$ cat src/rtl/if_de_skid.sv
// IF/DE pipeline stage: valid/ready handshake with a 2-entry skid buffer.
// The main register drives the decode side (m_*). The skid register catches
// the one instruction that fetch may still issue after decode stalls.
//
// state    | meaning
// ---------+---------------------------------------------------------------
// ST_EMPTY | no entries; m_valid_o = 0, s_ready_o = 1
// ST_ONE   | main holds the head; m_valid_o = 1, s_ready_o = 1
// ST_TWO   | main holds the head, skid holds the next; s_ready_o = 0
//
// The state encoding equals the entry count, so occ_o is the state register.
module if_de_skid #(
  parameter int unsigned             PC_W         = 32,
  parameter int unsigned             INST_W       = 32,
  parameter logic [INST_W-1:0]       NOP_INST     = INST_W'(32'h00000013),
  parameter bit                      BUBBLE_VALID = 1'b0
) (
  input  logic              clk,
  input  logic              rst_n,
  input  logic              flush_i,
  input  logic              s_valid_i,
  output logic              s_ready_o,
  input  logic [PC_W-1:0]   s_pc_i,
  input  logic [INST_W-1:0] s_inst_i,
  output logic              m_valid_o,
  input  logic              m_ready_i,
  output logic [PC_W-1:0]   m_pc_o,
  output logic [INST_W-1:0] m_inst_o,
  output logic [1:0]        occ_o
);

  typedef enum logic [1:0] {
    ST_EMPTY = 2'd0,
    ST_ONE   = 2'd1,
    ST_TWO   = 2'd2
  } state_t;

  state_t              state_q;
  state_t              state_d;
  logic                s_ready_q;
  logic                m_valid_q;
  logic [PC_W-1:0]     main_pc_q;
  logic [INST_W-1:0]   main_inst_q;
  logic [PC_W-1:0]     skid_pc_q;
  logic [INST_W-1:0]   skid_inst_q;

  logic                up_xfer;
  logic                dn_xfer;
  logic                load_main_in;
  logic                load_main_skid;
  logic                load_skid;
  logic                load_nop;

  // Handshakes use only registered ready/valid, so no m_ready_i -> s_ready_o path exists.
  assign up_xfer = s_valid_i & s_ready_q;
  assign dn_xfer = m_valid_q & m_ready_i;

  // State register; ready/valid flags are precomputed from the next state so they are pure flops.
  always_ff @(posedge clk or negedge rst_n) begin
    if (!rst_n) begin
      state_q   <= ST_EMPTY;
      s_ready_q <= 1'b1;
      m_valid_q <= 1'b0;
    end else begin
      state_q   <= state_d;
      s_ready_q <= (state_d != ST_TWO);
      m_valid_q <= (state_d != ST_EMPTY);
    end
  end

  // Next-state logic; flush overrides every handshake.
  always_comb begin
    state_d = state_q;
    if (flush_i) begin
      state_d = BUBBLE_VALID ? ST_ONE : ST_EMPTY;
    end else begin
      case (state_q)
        ST_EMPTY: if (up_xfer) state_d = ST_ONE;
        ST_ONE: begin
          if (dn_xfer && !up_xfer)      state_d = ST_EMPTY;
          else if (up_xfer && !dn_xfer) state_d = ST_TWO;
        end
        ST_TWO:   if (m_ready_i) state_d = ST_ONE;
        default:  state_d = ST_EMPTY;
      endcase
    end
  end

  // Output/datapath control decode: which register loads from where this cycle.
  always_comb begin
    load_main_in   = 1'b0;
    load_main_skid = 1'b0;
    load_skid      = 1'b0;
    load_nop       = 1'b0;
    if (flush_i) begin
      load_nop = 1'b1;
    end else begin
      case (state_q)
        ST_EMPTY: load_main_in = up_xfer;
        ST_ONE: begin
          if (up_xfer && dn_xfer) load_main_in = 1'b1;
          else if (up_xfer)       load_skid    = 1'b1;
        end
        ST_TWO:   load_main_skid = m_ready_i;
        default: ;
      endcase
    end
  end

  // Main payload register; holds its value whenever nothing loads it.
  always_ff @(posedge clk or negedge rst_n) begin
    if (!rst_n) begin
      main_pc_q   <= '0;
      main_inst_q <= '0;
    end else if (load_nop) begin
      main_pc_q   <= '0;
      main_inst_q <= NOP_INST;
    end else if (load_main_skid) begin
      main_pc_q   <= skid_pc_q;
      main_inst_q <= skid_inst_q;
    end else if (load_main_in) begin
      main_pc_q   <= s_pc_i;
      main_inst_q <= s_inst_i;
    end
  end

  // Skid payload register; contents after a flush are never observed.
  always_ff @(posedge clk or negedge rst_n) begin
    if (!rst_n) begin
      skid_pc_q   <= '0;
      skid_inst_q <= '0;
    end else if (load_skid) begin
      skid_pc_q   <= s_pc_i;
      skid_inst_q <= s_inst_i;
    end
  end

  assign s_ready_o = s_ready_q;
  assign m_valid_o = m_valid_q;
  assign m_pc_o    = main_pc_q;
  assign m_inst_o  = main_inst_q;
  assign occ_o     = state_q;

endmodule

$ cat config.mk
export PLATFORM = sky130hd
export DESIGN_NAME = if_de_skid
export DESIGN_NICKNAME = d
export VERILOG_FILES = /design/src/rtl/if_de_skid.sv
export SDC_FILE = /design/constraint.sdc
export NUM_CORES = 1
export LEC_CHECK = 0
export ABC_AREA = 1
export BUFFER_PORTS_ARGS = -buffer_cell sky130_fd_sc_hd__buf_2
export CAP_MARGIN = 20
export CORE_MARGIN = 3
export CORE_UTILIZATION = 45
export CTS_CLUSTER_DIAMETER = 150
export DETAILED_ROUTE_END_ITERATION = 16
export GPL_ROUTABILITY_DRIVEN = 0
export PLACE_DENSITY = 0.77
export SYNTH_ARGS = -nofsm -noshare
export SYNTH_HDL_FRONTEND = slang
export SYNTH_SLANG_ARGS = --single-unit
export TNS_END_PERCENT = 10
$ cat constraint.sdc
create_clock -name clk -period 1.3 [get_ports clk]
set_input_delay 0.065 -clock clk [delete_from_list [all_inputs] [get_ports clk]]
set_output_delay 0.065 -clock clk [all_outputs]
set_load 0.05 [all_outputs]
==> metrics, run 1 <==
Crit Path Max Fanout=7; WL final=18.17 mm; outcome=complete, but fails checks; initial antenna violation count=0; Worst Skew=between 0.005 and 0.006 ns; GR Overflow Total=0; VDD IR max=around 790 uV; layout cells sized above 1=27.24%; flops & latches, synth=around 130; max frequency=698.0 MHz; row cnt=41; nets=1073; Yosys top cell area share=between 50% and 60%; R2R depth=8; Clock Latency Late Sink=0.42 ns; predominant post-synthesis flop cell=dfrtp_1; post-synthesis cell count=between 700 and 800; area leader, netlist=dfrtp_1; starting density of the core=between 40% and 50%; H-Tree Depth=4; vias in the first global route=roughly 5700; full die area=about 0.015 mm2; Clock Path Buffers=2; Worst EP arrival=around 1.8 ns; crit end category=flip-flop; EDFF count, synth=0; Leakage=slightly below 5 nW; area of the mapped netlist=a little over 0.006 mm2; Vias/cell=about 5; most frequent cells after synthesis=452 x nand2_1, 131 x dfrtp_1, 66 x nand3_1, 64 x o21ai_0, 29 x buf_2; fraction of the yosys area taken by sequential cells=about 55%; relative max-transition margin=between 70 and 80%; CTS sink cnt=132; Tightest Pin Transition=0.4079 ns; core box area=roughly 0.013 mm2; fin crit period=roughly 1.4 ns; DR DRC count=0; Chip Width=approximately 120 um; Setup violations, final=130; Pins Over Slew Limit=0; top cells by area, synth=dfrtp_1 54%, nand2_1 28%, nand3_1 5.5%; Critical Path Start Type=flip-flop; Fin. Hold Viols=0; CTS root buffer=clkbuf_16; Syn Nets=about 860; worst hold path depth=3; Area growth, synth to finish=47.08%; asr flop ratio synth=100.0%; Final HPWL DP=10.11 mm; min-delay src=m_ready_i; DR iter-0 viols=slightly above 500; Hold Crit Endpoint=s_ready_o; final worst setup slack=-0.1328 ns; Fin Setup TNS=-9.797 ns; port bufs=between 100 and 150; WS Path Type=reg -> reg; WP data required=roughly 1.7 ns; Worst-path clk slew=about 0.06 ns; TritonCTS clock tree=yes; Die Ht=roughly 120 um; max-cap violation count=0; Detailed Routing Iterations Pass 1=5; # diodes=0; reg-to-reg startpoint=s_ready_o; RSZ-0062 raised after global routing=true; reg-to-reg endpoint=skid_pc_q[3]; FF-to-FF setup slack=-0.13 ns; clock buffer count from CTS=17; routed length per instance=~15 um; Yosys Warn Count=0; overall routing resource usage=between 20% and 30%; largest net degree at the start of global routing=44; first-pass GRT wire length=28.40 mm; fin crit share=110.2%; Ports=approximately 140; Netlist cell types=17; pwr/cell area=between 1500 and 2000 mW/mm2; routed vias=around 6000; Hold Crit Class=in -> reg; failing checks=negative setup slack; count leader, synth=nand2_1; Mapped Avg Cell Area=approximately 7.7 um2; final design utilization=69.06%; Routed Antenna Nets=0
==> through the flow <==
step           instance area, um2  cells  setup slack [ns]  hold WS, ns  power [mW]
6_report                     8892   1189           -0.1328      0.05321       14.34
5_1_grt                      8892   1189           -0.1752      0.06811       15.01
4_1_cts                      8562   1180          -0.07678      0.01607       14.22
3_5_place_dp                 7058   1075          -0.09622     -0.02320       8.371
3_3_place_gp                 7058   1075          -0.07861     -0.02459       8.279
2_1_floorplan                6142    788           -0.1652      -0.2306       7.494
==> power by group <==
group	total (mW)	internal [mW]	leakage, nW	switching, mW
combinational	3.12	1.03	2.83	2.10
clock	5.63	3.83	0.332	1.80
sequential	5.59	5.08	1.68	0.506
==> area by class of cell <==
| cell class | instances | area (um2) |
|---|---|---|
| clock inverter | 14 | 256.5 |
| timing repair buffer | 249 | 2037 |
| multi-input combinational | 592 | 2586 |
| tap | 172 | 215.2 |
| sequential | 132 | 3308 |
| inverter | 12 | 50.05 |
| fill | 963 | 3984 |
| clock buffer | 18 | 439.2 |
==> kinds of logic after synthesis <==
kind of cell / count (synthesis) / share of synthesized area [%]
AND/OR/NAND/NOR: 527 / 34.77
flip-flops: 132 / 54.66
AO/OA/AOI/OAI: 65 / 5.381
buffers and inverters: 64 / 5.195
==> state kept, by name, indices dropped and copies added, names as in the netlist <==
register     count
m_valid_o        1
skid_inst_q     32
skid_pc_q       32
m_inst_o        32
occ_o            2
s_ready_o        1
m_pc_o          32
==> metal layers <==
| metal | track usage [%] | part of all wire, % | up-vias |
|---|---|---|---|
| li1 | - | - | 2902 |
| met1 | 31.05 | 41 | 2895 |
| met2 | 40.12 | 50 | 242 |
| met3 | 5.246 | 6.5 | 44 |
| met4 | 10.22 | 2.6 | 0 |
| met5 | 0 | 0 | - |
==> cells in the final DEF (no fill, tap or decap), drive strengths merged <==
| cell type | instances |
|---|---|
| a21oi | 1 |
| buf | 176 |
| bufinv | 7 |
| clkbuf | 25 |
| clkinv | 4 |
| clkinvlp | 3 |
| dfrtp | 131 |
| dfstp | 1 |
| dlygate4sd3 | 66 |
| inv | 12 |
| nand2 | 453 |
| nand3 | 67 |
| nand3b | 3 |
| nor2 | 3 |
| nor3 | 1 |
| o21ai | 64 |
==> worst max-delay path, cell delays in order (launching register included) <==
cell and delay [ns]:
dfstp_2 0.54, nand2_2 0.06, inv_2 0.09, nand2_4 0.07, nor2_4 0.15, buf_12 0.17, clkbuf_16 0.16, nand2_1 0.07
nand2_1 0.07
==> how the worst max path moves through the flow <==
stage | from | endpoint | cells past startpoint
detailed placement | m_valid_o | skid_pc_q[27] | 8
floorplan | s_ready_o | skid_pc_q[11] | 8
global placement | m_valid_o | skid_pc_q[16] | 8
finish | s_ready_o | skid_pc_q[3] | 8
global route | occ_o[0] | m_inst_o[24] | 9
CTS | s_ready_o | skid_pc_q[25] | 8
==> what timing repair did <==
| action | 4_1_cts | 5_1_grt |
|---|---|---|
| endpoints found under the hold margin | 247 | 0 |
| endpoints found under the setup margin | 128 | 135 |
| cloned | 2 | 7 |
| hold buffers | 66 | 0 |
| setup buffers | 5 | 3 |
| pin swaps | 4 | 12 |
| resized for setup | 17 | 70 |
Note: power is estimated with default switching activity, not from simulation.
==> inputs of run 2 (changes only) <==
- ABC_AREA: 1 -> not set
- CELL_PAD_IN_SITES_DETAIL_PLACEMENT: not set -> 1
- CELL_PAD_IN_SITES_GLOBAL_PLACEMENT: not set -> 2
- CORE_UTILIZATION: 45 -> 32
- PLACE_DENSITY: 0.77 -> 0.82
==> metrics, run 2 <==
Tightest Pin Transition=0.4039 ns (-0.004033 ns); switching share of power=31.39% (+0.71 points); vias in the first global route=5690 (-0.75%); starting density of the core=33.09% (-14 points); DR iter-0 viols=261 (-49%); Ports=137 (unchanged); share of power burned in the clock network=32.5% (-6.7 points); H-Tree Depth=4 (unchanged); Mapped Avg Cell Area=12.68 um2 (+65%); Hold Slack=-0.07396 ns (-0.1272 ns); row cnt=48 (+17%); Detailed Routing Iterations Pass 1=4 (-1); max frequency=575.7 MHz (-18%); asr flop ratio synth=100.0% (unchanged); Leakage=3.906 nW (-19%); commonest cells after routing, fill and taps aside=132 x buf_2, 129 x dfrtp_1, 65 x dlygate4sd3_1; Fin. Hold Viols=1 (+1); DR DRC count=0 (unchanged); placed insts=805 (-25%); pwr/cell area=1774 mW/mm2 (+10%); layout cells sized above 1=45.56% (+18 points); sequential share of power=39.1% (about the same); EDFF count, synth=0 (unchanged); Post-Synth XOR/XNOR Area=0.1514% (+0.15 points); Syn Nets=525 (-39%); final worst setup slack=-0.4369 ns (-0.3041 ns); Final HPWL DP=11.63 mm (+15%); CP max stage cell=dfstp_4; post-synthesis cell count=456 (-42%); CP cell instances=nand3b_4 > buf_12 > buf_4 > o311ai_0 > a2bb2oi_1; port bufs=136 (unchanged); core box area=0.01748 mm2 (+36%); Die Ht=140.4 um (+15%); initial antenna violation count=0 (unchanged); WL final=20.56 mm (+13%); flops & latches, synth=132 (unchanged); first-pass GRT wire length=32.33 mm (+14%); Yosys Warn Count=0 (unchanged); Fin Setup TNS=-47.61 ns (-37.81 ns); crit end category=flip-flop; predominant post-synthesis flop cell=dfrtp_1; largest family of logic cells by synthesized area=compound AO/OA/AOI/OAI gates; # diodes=0 (unchanged); routed vias=4985 (-18%); WS Path Type=reg -> reg; nets=743 (-31%); WP data required=1.59 ns (-0.07 ns); overall routing resource usage=20.83% (-3.5 points); Vias/cell=5.466 (+6.8%); Netlist cell types=29 (+12); area of the mapped netlist=0.005783 mm2 (-4.3%); Critical Path Start Type=flip-flop; commonest non-fill, non-tap cell in the layout=buf_2; Area growth, synth to finish=52.23%; Synth Area in Compound Gates=20.38% (+15 points); outcome=complete, but fails checks; fin crit share=133.6% (+23 points); fin crit period=1.737 ns (+0.3041 ns); Chip Width=140.4 um (+15%); failing checks=negative hold slack, negative setup slack; Yosys top cell area share=56.69% (+2.5 points); Clock Latency Late Sink=0.43 ns (about the same); Crit Path Max Fanout=17 (+10); Comb power frac=28.4% (+6.6 points); routed length per instance=22.54 um (+47%); GR Overflow Total=0 (unchanged); max-cap violation count=0 (unchanged); fraction of the yosys area taken by sequential cells=57.14% (+2.5 points); post-synthesis mux area share=12.46% (+12 points); clock buffer count from CTS=17 (unchanged); NetSw=4.902 mW (+11%); Setup violations, final=132 (+1.5%); largest net degree at the start of global routing=46 (+4.5%); count leader, synth=dfrtp_1; CTS root buffer=clkbuf_16; Post-Synth Adder-Cell Area=0% (unchanged); area leader, netlist=dfrtp_1; Post-Synth Simple-Gate Area=5.582% (-29 points); Worst EP arrival=2.03 ns (+0.24 ns); RSZ-0062 raised after global routing=true; TritonCTS clock tree=yes; CTS sink cnt=132 (unchanged); Pins Over Slew Limit=0 (unchanged); Hold Crit Class=in -> reg; relative max-transition margin=72.65% (-0.16 points); Routed Antenna Nets=0 (unchanged); slowest stage delay, CP=0.63 ns (+0.09 ns); Layout Cells excl Fill=912 (-23%); VDD IR max=995.3 uV (+26%); Clock Path Buffers=2 (unchanged); # fillers=1787 (+86%); final design utilization=50.37% (-19 points); Pint=10.71 mW (+7.8%); Worst-path clk slew=0.06 ns (about the same); full die area=0.01972 mm2 (+33%); top cells by area, synth=dfrtp_1 57%, mux2_2 11%, a2bb2oi_1 9.2%; most frequent cells after synthesis=131 x dfrtp_1, 63 x nand2_1, 61 x a2bb2oi_1, 61 x o311ai_0, 59 x mux2_2; FF-to-FF setup slack=-0.44 ns (-0.30 ns); Worst Skew=0.009904 ns (+0.004839 ns)
## run 2: changes by cell type after synthesis, sizes merged, moves of 61 or more
cell / before / now
mux2: 0 / 64
nand3: 67 / 0
o311ai: 0 / 61
nand2: 453 / 63
a2bb2oi: 0 / 61
o21ai: 64 / 0
## run 2: worst max-delay path, delay by kind of cell, from the launching register on
kind | cells | cell delay [ns]
flip-flops | 1 | 0.63
AO/OA/AOI/OAI | 2 | 0.53
buffers and inverters | 2 | 0.34
AND/OR/NAND/NOR | 1 | 0.12
## run 2: kinds of logic after synthesis
| group | Yosys count |
|---|---|
| AO/OA/AOI/OAI | 135 |
| AND/OR/NAND/NOR | 73 |
| multiplexers | 64 |
| buffers and inverters | 51 |
| flip-flops | 132 |
| XOR/XNOR | 1 |
## run 2: power by group through the flow
stage               Clock, mW  Sequential, mW  Combinational (mW)
detailed placement          0            6.07                3.60
floorplan                   0            6.81                1.61
global placement            0            5.97                3.44
CTS                      5.16            6.04                4.18
finish                   5.08            6.11                4.43
global route             5.40            6.25                4.70
## run 2: layer usage
metal  part of all wire (%)  track usage, %  vias up
li1                       -               -     2201
met1                     44           26.80     2608
met2                     49           34.30      144
met3                    4.7           4.814       32
met4                    1.9           7.802        0
met5                      0               0        -
## run 2: through the flow
| stage | instance area, um2 | worst slack, ns | power, mW |
|---|---|---|---|
| after global routing | 8803 | -0.4751 | 16.35 |
| after CTS | 8597 | -0.4125 | 15.38 |
| after floorplan | 5798 | -0.6382 | 8.415 |
| final | 8803 | -0.4369 | 15.62 |
| after detailed placement | 6955 | -0.4880 | 9.664 |
| after global placement | 6955 | -0.4192 | 9.417 |
## run 2: final timing paths
kind	startpoint	endpoint	cells after the start
min in group asynchronous	rst_n	m_inst_o[19]	2
worst min register to register	skid_pc_q[8]	skid_pc_q[8]	1
worst max-delay path	s_ready_o	m_pc_o[13]	5
max in group asynchronous	rst_n	s_ready_o	3
worst min-delay path	flush_i	m_valid_o	2
worst max register to register	s_ready_o	m_pc_o[13]	5
## run 2: cell type report
cell class	instances	area, um2	share of cell area [%]
well taps	225	281.5	3.198
clock buffers	22	474.2	5.387
flip-flops and latches	132	3311	37.61
clock inverters	10	146.4	1.663
inverters	5	18.77	0.2132
repair buffers	245	2003	22.75
multi-input cells	273	2569	29.18
## run 2: timing repair
item | in CTS | in global routing
pin swaps | 3 | 2
gates resized for setup | 77 | 44
buffers inserted | 5 | 0
hold buffers | 64 | 1
hold endpoints to repair | 199 | 2
setup endpoints to repair | 133 | 133
gates cloned | 4 | 1
